<file path="src/rtl/imem_loader_pkg.sv">
// Shared definitions for the boot-time instruction memory loader.
// FSM encoding, default frame marker and the count range check.
package imem_loader_pkg;

   localparam logic [2:0] S_IDLE   = 3'd0;
   localparam logic [2:0] S_CNT_HI = 3'd1;
   localparam logic [2:0] S_CNT_LO = 3'd2;
   localparam logic [2:0] S_DATA   = 3'd3;
   localparam logic [2:0] S_WRITE  = 3'd4;
   localparam logic [2:0] S_CHK    = 3'd5;

   localparam logic [7:0] SYNC_DEFAULT = 8'hA5;

   // A frame may fill the whole memory but never more.
   function automatic logic count_too_big(input logic [15:0] cnt,
                                          input int unsigned aw);
      logic [16:0] lim;
      lim = 17'd1 << aw;
      return {1'b0, cnt} > lim;
   endfunction

endpackage

</file>
<file path="src/rtl/imem_loader_word_assembler.sv">
// Packs data bytes MSB first into a 32-bit word
// and keeps the running XOR of every byte taken.
module word_assembler
   import imem_loader_pkg::*;
(
   input  logic        clk,
   input  logic        rst,
   input  logic [7:0]  byte_in,
   input  logic        byte_en,
   input  logic        clr,
   output logic [31:0] word,
   output logic        word_full,
   output logic [7:0]  chk
);

   logic [31:0] word_q, word_d;
   logic [1:0]  byte_idx_q, byte_idx_d;
   logic [7:0]  chk_q, chk_d;

   always_comb begin
      word_d     = word_q;
      byte_idx_d = byte_idx_q;
      chk_d      = chk_q;
      if (clr) begin
         word_d     = '0;
         byte_idx_d = '0;
         chk_d      = '0;
      end else if (byte_en) begin
         word_d     = {word_q[23:0], byte_in};
         byte_idx_d = byte_idx_q + 2'd1;
         chk_d      = chk_q ^ byte_in;
      end
   end

   always_ff @(posedge clk) begin
      if (rst) begin
         word_q     <= '0;
         byte_idx_q <= '0;
         chk_q      <= '0;
      end else begin
         word_q     <= word_d;
         byte_idx_q <= byte_idx_d;
         chk_q      <= chk_d;
      end
   end

   // byte_idx wraps to 0 on the 4th byte, ready for the next word
   assign word_full = byte_en & ~clr & (byte_idx_q == 2'd3);
   assign word      = word_q;
   assign chk       = chk_q;

endmodule

</file>
<file path="src/rtl/imem_loader.sv">
// Frame parser that writes a checksummed program image into
// instruction RAM and holds the CPU until the load verifies.
module imem_loader
   import imem_loader_pkg::*;
#(
   parameter int          ADDR_W    = 10,
   parameter int          DATA_W    = 32,
   parameter logic [7:0]  SYNC_BYTE = SYNC_DEFAULT
)(
   input  logic              clk,
   input  logic              rst,
   input  logic [7:0]        rx_data,
   input  logic              rx_valid,
   output logic              rx_ready,
   output logic              im_we,
   output logic [ADDR_W-1:0] im_addr,
   output logic [DATA_W-1:0] im_wdata,
   output logic              cpu_hold,
   output logic              busy,
   output logic              load_done,
   output logic              load_err
);

   logic [2:0]        state_q, state_d;
   logic [15:0]       cnt_q, cnt_d;
   logic [15:0]       widx_q, widx_d;
   logic [ADDR_W-1:0] addr_q, addr_d;
   logic [DATA_W-1:0] wdata_q, wdata_d;
   logic              hold_q, hold_d;
   logic              done_q, done_d;
   logic              err_q, err_d;

   logic        xfer;
   logic        asm_en;
   logic        asm_clr;
   logic [31:0] asm_word;
   logic        asm_full;
   logic [7:0]  asm_chk;
   logic [15:0] cnt_new;
   logic        is_sync;
   logic        last_word;

   assign rx_ready  = (state_q != S_WRITE);
   assign xfer      = rx_valid & rx_ready;
   assign is_sync   = (rx_data == SYNC_BYTE);
   assign asm_en    = xfer & (state_q == S_DATA);
   assign asm_clr   = xfer & (state_q == S_IDLE) & is_sync;
   assign cnt_new   = {cnt_q[15:8], rx_data};
   assign last_word = (widx_q == cnt_q - 16'd1);

   word_assembler u_asm (
      .clk       (clk),
      .rst       (rst),
      .byte_in   (rx_data),
      .byte_en   (asm_en),
      .clr       (asm_clr),
      .word      (asm_word),
      .word_full (asm_full),
      .chk       (asm_chk)
   );

   always_comb begin
      state_d = state_q;
      cnt_d   = cnt_q;
      widx_d  = widx_q;
      addr_d  = addr_q;
      wdata_d = wdata_q;
      hold_d  = hold_q;
      err_d   = err_q;
      done_d  = 1'b0;
      unique case (state_q)
         S_IDLE: begin
            if (xfer && is_sync) begin
               hold_d  = 1'b1;
               err_d   = 1'b0;
               state_d = S_CNT_HI;
            end
         end
         S_CNT_HI: begin
            if (xfer) begin
               cnt_d   = {rx_data, 8'h00};
               state_d = S_CNT_LO;
            end
         end
         S_CNT_LO: begin
            if (xfer) begin
               cnt_d = cnt_new;
               if (cnt_new == 16'd0) begin
                  state_d = S_CHK;
               end else if (count_too_big(cnt_new, ADDR_W)) begin
                  err_d   = 1'b1;
                  state_d = S_IDLE;
               end else begin
                  widx_d  = '0;
                  state_d = S_DATA;
               end
            end
         end
         S_DATA: begin
            if (asm_full) state_d = S_WRITE;
         end
         S_WRITE: begin
            // latch what is on the bus so it holds once im_we drops
            addr_d  = widx_q[ADDR_W-1:0];
            wdata_d = asm_word;
            if (last_word) begin
               state_d = S_CHK;
            end else begin
               widx_d  = widx_q + 16'd1;
               state_d = S_DATA;
            end
         end
         S_CHK: begin
            if (xfer) begin
               if (rx_data == asm_chk) begin
                  done_d = 1'b1;
                  hold_d = 1'b0;
               end else begin
                  err_d = 1'b1;
               end
               state_d = S_IDLE;
            end
         end
         default: state_d = S_IDLE;
      endcase
   end

   always_ff @(posedge clk) begin
      if (rst) begin
         state_q <= S_IDLE;
         cnt_q   <= '0;
         widx_q  <= '0;
         addr_q  <= '0;
         wdata_q <= '0;
         hold_q  <= 1'b0;
         done_q  <= 1'b0;
         err_q   <= 1'b0;
      end else begin
         state_q <= state_d;
         cnt_q   <= cnt_d;
         widx_q  <= widx_d;
         addr_q  <= addr_d;
         wdata_q <= wdata_d;
         hold_q  <= hold_d;
         done_q  <= done_d;
         err_q   <= err_d;
      end
   end

   assign im_we     = (state_q == S_WRITE);
   assign im_addr   = im_we ? widx_q[ADDR_W-1:0] : addr_q;
   assign im_wdata  = im_we ? asm_word : wdata_q;
   assign cpu_hold  = hold_q;
   assign busy      = (state_q != S_IDLE);
   assign load_done = done_q;
   assign load_err  = err_q;

endmodule
</file>
<file path="config.mk">
export PLATFORM = sky130hd
export DESIGN_NAME = imem_loader
export DESIGN_NICKNAME = d
export VERILOG_FILES = /design/src/rtl/imem_loader_pkg.sv /design/src/rtl/imem_loader_word_assembler.sv /design/src/rtl/imem_loader.sv
export SDC_FILE = /design/constraint.sdc
export NUM_CORES = 1
export LEC_CHECK = 0
export CORE_MARGIN = 3
export CORE_UTILIZATION = 35
export DETAILED_ROUTE_END_ITERATION = 10
export GPL_TIMING_DRIVEN = 0
export PLACE_DENSITY = 0.53
export SYNTH_ARGS = -nofsm -noshare
export SYNTH_HDL_FRONTEND = slang
export SYNTH_HIERARCHICAL = 1
export SYNTH_SLANG_ARGS = --single-unit
</file>
<file path="constraint.sdc">
create_clock -name clk -period 6.5 [get_ports clk]
set_input_delay 1.3 -clock clk [delete_from_list [all_inputs] [get_ports clk]]
set_output_delay 1.3 -clock clk [all_outputs]
set_load 0.02 [all_outputs]
</file>
# Yosys cells after proc, flatten, opt, wreduce, memory -nomap -nowiden
# Cells that the tools add are included.
[totals]
ff_bits = 122
inputBits = 11
output_inout_bits = 48
wordCells = 95
[op_classes]
n_addsub = 3
order_cmp = 1
n_eq_ne = 21
muxes = 31
bitwise_logic = 11
n_reduce_logical = 16
[ops]
columns = ["cell", "count"]
rows = [
  ["$mux W16", 5],
  ["$pmux W16 S2", 2],
  ["$mux W32", 1],
  ["$mux W3", 7],
  ["$ne A2 B2 Y1 const B", 10],
  ["$pmux W3 S6", 1],
  ["$add A16 B1 Y16 const B", 1],
  ["$eq A16 B16 Y1", 1],
  ["$gt A16 B11 Y1 const B", 1],
  ["$logic_not A16 Y1", 1],
  ["$sub A16 B1 Y16 const B", 1],
  ["$mux W1", 10],
  ["$mux W10", 1],
  ["$reduce_and A5 Y1", 2],
  ["$eq A8 B8 Y1", 1],
  ["$eq A8 B8 Y1 const B", 1],
  ["$mux W8", 1],
  ["$xor A8 B8 Y8", 1],
  ["$reduce_and A7 Y1", 1],
  ["$and A1 B1 Y1", 6],
  ["$eq A3 B2 Y1 const B", 2],
  ["$eq A3 B3 Y1 const B", 2],
  ["$reduce_and A3 Y1", 2],
  ["$reduce_bool A2 Y1", 3],
  ["other kinds (15)", 19],
]

# Depth between registers and ports, before layout
# Gate-level depths: netlist (run 1).
[depth]
depth_word = 9
depth_mapped = 12
depth_no_buf = 11

# Hierarchy
# The synthesis (run 1) kept the hierarchy.
[modules_own_cells]
columns = ["mod", "n_inst", "cells_per_inst", "area_per_inst_um2", "seq_area_each_um2"]
rows = [
  ["imem_loader", 1, 534, 4027.6, 1601.5],
  ["word_assembler", 1, 148, 1650.3, 840.8],
]

# Least setup slack after synthesis (run 1)
# No wires, ideal clock.
[synth_timing]
path_type = "in2reg"
startpoint = "in rx_data[6]"
endpoint = "reg hold_q, in the netlist cpu_hold"
setup_ps = 95
arrival_ps = 2915
t_required_ps = 6405
slack_ps = 3490
cell_stages = 10
n_path_buf = 0
path_cell_list = "nor4_1 > nand4_1 > nor2_1 > and3b_2 > o22ai_1 > nand2_1 > o31ai_1 > nand2b_1 > o21ai_0 > a221oi_1"
[synth_between]
elab_chain_len = 4
elab_cells_between_ends = 6
classes_between = "eq/ne (4); reduce/logical (2)"
[synth_rtl]
columns = ["element", "line_no", "text"]
rows = [
  ["start, declared", "imem_loader.sv:12", "input logic [7:0] rx_data,"],
  ["$eq A8 B8 Y1", "imem_loader.sv:45", "assign is_sync = (rx_data == SYNC_BYTE);"],
  ["$logic_and A1 B1 Y1", "imem_loader.sv:73", "if (xfer && is_sync) begin"],
  ["$ne A2 B1 Y1 (no source line)", "n/a", ""],
  ["$reduce_and A4 Y1 (no source line) (*)", "n/a", ""],
  ["end signal, assigned", "imem_loader.sv:144", "hold_q <= hold_d;"],
  ["end, declared", "imem_loader.sv:29", "logic hold_q, hold_d;"],
]
# Mark *: on every way between the ends. The rest lies on a longest branch, timed or not.
# A chain may end at the register's enable or synchronous reset.

# Worst setup path in the final report (run 1)
[layout_timing]
startpoint = "reg state_q[2]"
endpoint = "out im_addr[2]"
[layout_between]
elab_chain_len = 2
[layout_rtl]
columns = ["element", "line_no", "text"]
rows = [
  ["start, declared", "imem_loader.sv:24", "logic [2:0] state_q, state_d;"],
  ["start signal, assigned", "imem_loader.sv:139", "state_q <= state_d;"],
  ["$eq A3 B3 Y1", "imem_loader.sv:150", "assign im_we = (state_q == S_WRITE);"],
  ["$mux W10", "n/a", ""],
  ["end, declared", "imem_loader.sv:16", "output logic [ADDR_W-1:0] im_addr,"],
]
# No other way between the ends.

==> results.yml, run 1 <==
synthesis:
  syn_inst: 682
  synth_nets: 696
  ys_types: 60
  synth-seq-cells: 122
  avgSynthCellArea_sq_um: 8.33
  async_flop_share: 0
  seq_area_frac_synth: 0.430
  synth_area_leaders: "dfxtp_1 (43%), nand2_1 (9.9%), mux2i_1 (6.0%)"
  ys.flop_type: "dfxtp_1"
  synth_edf_count: 0
  synthesis.area_sq_um: 5680
  synth_warnings: 6
  synth_top_area_frac: 0.430
  synth.largest_area_cell: "dfxtp_1"
  synth_commonest_cells: "nand2_1 (150), dfxtp_1 (122), nor2_1 (61), nor2b_1 (42), mux2i_1 (34)"
  post-synth-top-count-cell: "nand2_1"
route:
  first_iter_violations: 312
  routed_via_density: 5.06
  drc: 0
  final_antenna_net_count: 0
  vias: 4972
  first_pass_iters: 5
  postRouteWirelength_microns: 15400
  wl_per_cell_microns: 15.7
pwr:
  pwr-share-seq: 0.447
  p_comb_frac: 0.025
  leakagePower_nw: 2.66
  sw_frac_of_total: 0.225
  p_clk_frac: 0.528
  p_int_mw: 1.30
  p_sw_mw: 0.376
  ir_worst_vdd_uv: 178
  p_per_area_nw_per_um2: 236
floorplan:
  die_h_microns: 133
  core_area_sq_um: 15500
  row_count: 45
  die-area_sq_um: 17800
  dieWidth_microns: 133
  ios: 59
  start_util: 0.365
worst_setup_path:
  cp_data_required_time_ns: 5.20
  end_kind: "primary output"
  critical_path_class: "flip-flop to primary output"
  cp-start-kind: "flip-flop"
  critical_path_peak_fanout: 10
  reg2reg_from: "cnt_q[0]"
  reg2reg_slack_ns: 3.15
  worst-r2r-cell-count: 11
  cp_data_arrival_time_ns: 3.08
  r2r-end: "widx_q[6]"
job:
  drv_cap: 0
grt:
  grt_use_total: 0.178
  grt_max_degree: 17
  grt_pass1_wl_microns: 25200
  overflow: 0
  groute.layer.met3.usage: 0.0510
  gr-usage-met1: 0.230
  grt_pass1_vias: 4919
  grt_util_met2: 0.288
  antenna_found_initial: 0
  top_usage_layer: "met2"
layout:
  drive_above_1_share: 0.0920
  fillers: 1593
  n_antenna_cell: 0
  fin_area_sq_um: 7090
  regArea_sq_um: 2440
  multi_input_area_sq_um: 2980
  syn_to_final_growth_pct: 24.9
  nets: 773
sta:
  period_needed_ns: 4.38
  slew_headroom: 0.420
  setup_viol: 0
  rsz0062_at_grt: "no"
  drv_slew: 0
  worst_pin_slew_ns: 0.863
  fin_setup_tns_ns: 0
  finalHoldViolations: 0
  max_freq_mhz: 229
  fin_crit_sh: 0.673
  fin_skew_ns: 0.0144
clock_tree:
  cts_resized: 0
  numCtsBuffers: 17
  cts_sinks: 122
  cts_root_buffer: "clkbuf_16"
  tritoncts: "yes"
  post_cts_buffers: 0
  cts_hold_buf: 0
  clock_latency_ns: 0.42
  h-tree-depth: 4
  clk_pin_slew_ns: 0.06
  clockBufferDepth: 2
worst_hold_path:
  hold_depth: 2
  worstHoldPathType: "flip-flop to flip-flop"
  hold_end: "u_asm/word[25]"
  worstHoldStart: "u_asm/word[25]"
outcome:
  outcome: "finished, final reports clean"
placement:
  port-buffer-count: 58
  dpl_cell_area_sq_um: 6520
  post-dp-hpwl_microns: 11200
  gp_congestion: 0.785
## worst max-delay path by stage
stage,start,endpoint,cells after the start
floorplan,rx_data[6],cpu_hold,10
global placement,rx_data[6],widx_q[6],9
detailed placement,rx_data[6],cpu_hold,11
CTS,state_q[2],im_addr[2],7
global route,state_q[2],im_addr[2],7
finish,state_q[2],im_addr[2],7
## per-layer routing
| metal | wire length [microns] | part of all wire |
|---|---|---|
| met3 | 598 | 0.039 |
| met4 | 270 | 0.018 |
| met2 | 7250 | 0.47 |
| met5 | 0 | 0 |
| met1 | 7270 | 0.47 |
## power groups by stage
stage / clock network, mW / registers (mW) / logic (mW)
final: 0.883 / 0.748 / 0.0421
after global routing: 0.938 / 0.748 / 0.0456
after CTS: 0.902 / 0.748 / 0.0423
after detailed placement: 0 / 0.765 / 0.0423
after global placement: 0 / 0.765 / 0.0418
after floorplan: 0 / 0.765 / 0.0194
## critical path, stage by stage (launching register included)
cell and delay [ns]:
dfxtp_1 0.31, clkbuf_1 0.31, nand2_1 0.39, inv_2 0.31, buf_1 0.47, nand2_1 0.15, nand2_1 0.11, clkdlybuf4s50_1 0.61
## final cells by class
| type | instances | share of cell area |
|---|---|---|
| sequential | 122 | 0.344 |
| clock buffer | 18 | 0.0619 |
| buffer | 41 | 0.0341 |
| timing repair buffer | 58 | 0.0819 |
| multi-input combinational | 513 | 0.420 |
| tap | 211 | 0.0372 |
| clock inverter | 14 | 0.0173 |
| inverter | 6 | 0.00318 |
## cells in the final DEF, fill, tap and decap left out, types with 7 or more instances in the layout
master | netlist | layout
clkbuf_16 | 0 | 17
a21oi_2 | 7 | 7
nor2b_1 | 42 | 42
nor2_1 | 61 | 61
nand2_1 | 150 | 150
nand3b_1 | 9 | 9
o21ai_1 | 12 | 12
or3_1 | 16 | 16
a21bo_2 | 8 | 8
a22oi_1 | 8 | 8
clkdlybuf4s50_1 | 0 | 58
a21oi_1 | 30 | 30
nor4_1 | 9 | 8
mux2i_1 | 34 | 34
nor3_1 | 8 | 8
clkbuf_1 | 21 | 21
xnor2_1 | 18 | 18
nand3_1 | 17 | 17
xor2_1 | 12 | 12
dfxtp_1 | 122 | 122
## sequential cells by signal, summed over array words and instances, names as in the netlist
signal            count
u_asm/chk             8
cpu_hold              1
u_asm/word           32
load_err              1
addr_q               10
cnt_q                16
state_q               3
widx_q               16
wdata_q              32
u_asm/byte_idx_q      2
load_done             1
## stage by stage
step | power, mW | hold slack [ns] | utilization | setup WS [ns] | std cells
detailed placement | 0.807 | 0.486 | 0.420 | 2.35 | 951
finish | 1.67 | 0.493 | 0.456 | 2.12 | 983
CTS | 1.69 | 0.501 | 0.456 | 2.10 | 983
floorplan | 0.784 | 0.451 | - | 3.49 | 682
global placement | 0.806 | 0.479 | 0.420 | 2.36 | 951
global route | 1.73 | 0.526 | 0.456 | 1.80 | 983
## cells by family (layout without fill, tap and decap cells)
family,Yosys count,in the layout,synth area share
compound gates,92,92,0.108
xor+xnor,30,30,0.0463
fa+ha+maj,3,3,0.00661
buf+inv,47,137,0.0465
flops,122,122,0.430
mux,35,35,0.0619
simple gates,353,353,0.301
(Power assumes the default switching activity.)
==> inputs of run 2 (changes only) <==
- clock period: 6.5 -> 4.4 ns (I/O delays scaled with it)
==> results of run 2 <==
Same layout as run 1 (identical final DEF). Status: finished, final reports clean.
Among the figures that moved: setup slack after placement 2.35 ns -> 0.668 ns; setup slack after layout 2.12 ns -> 0.444 ns; register-to-register setup slack 3.15 ns -> 1.05 ns; total power 1.67 mW -> 2.47 mW; worst IR drop on VDD 178 uV -> 263 uV
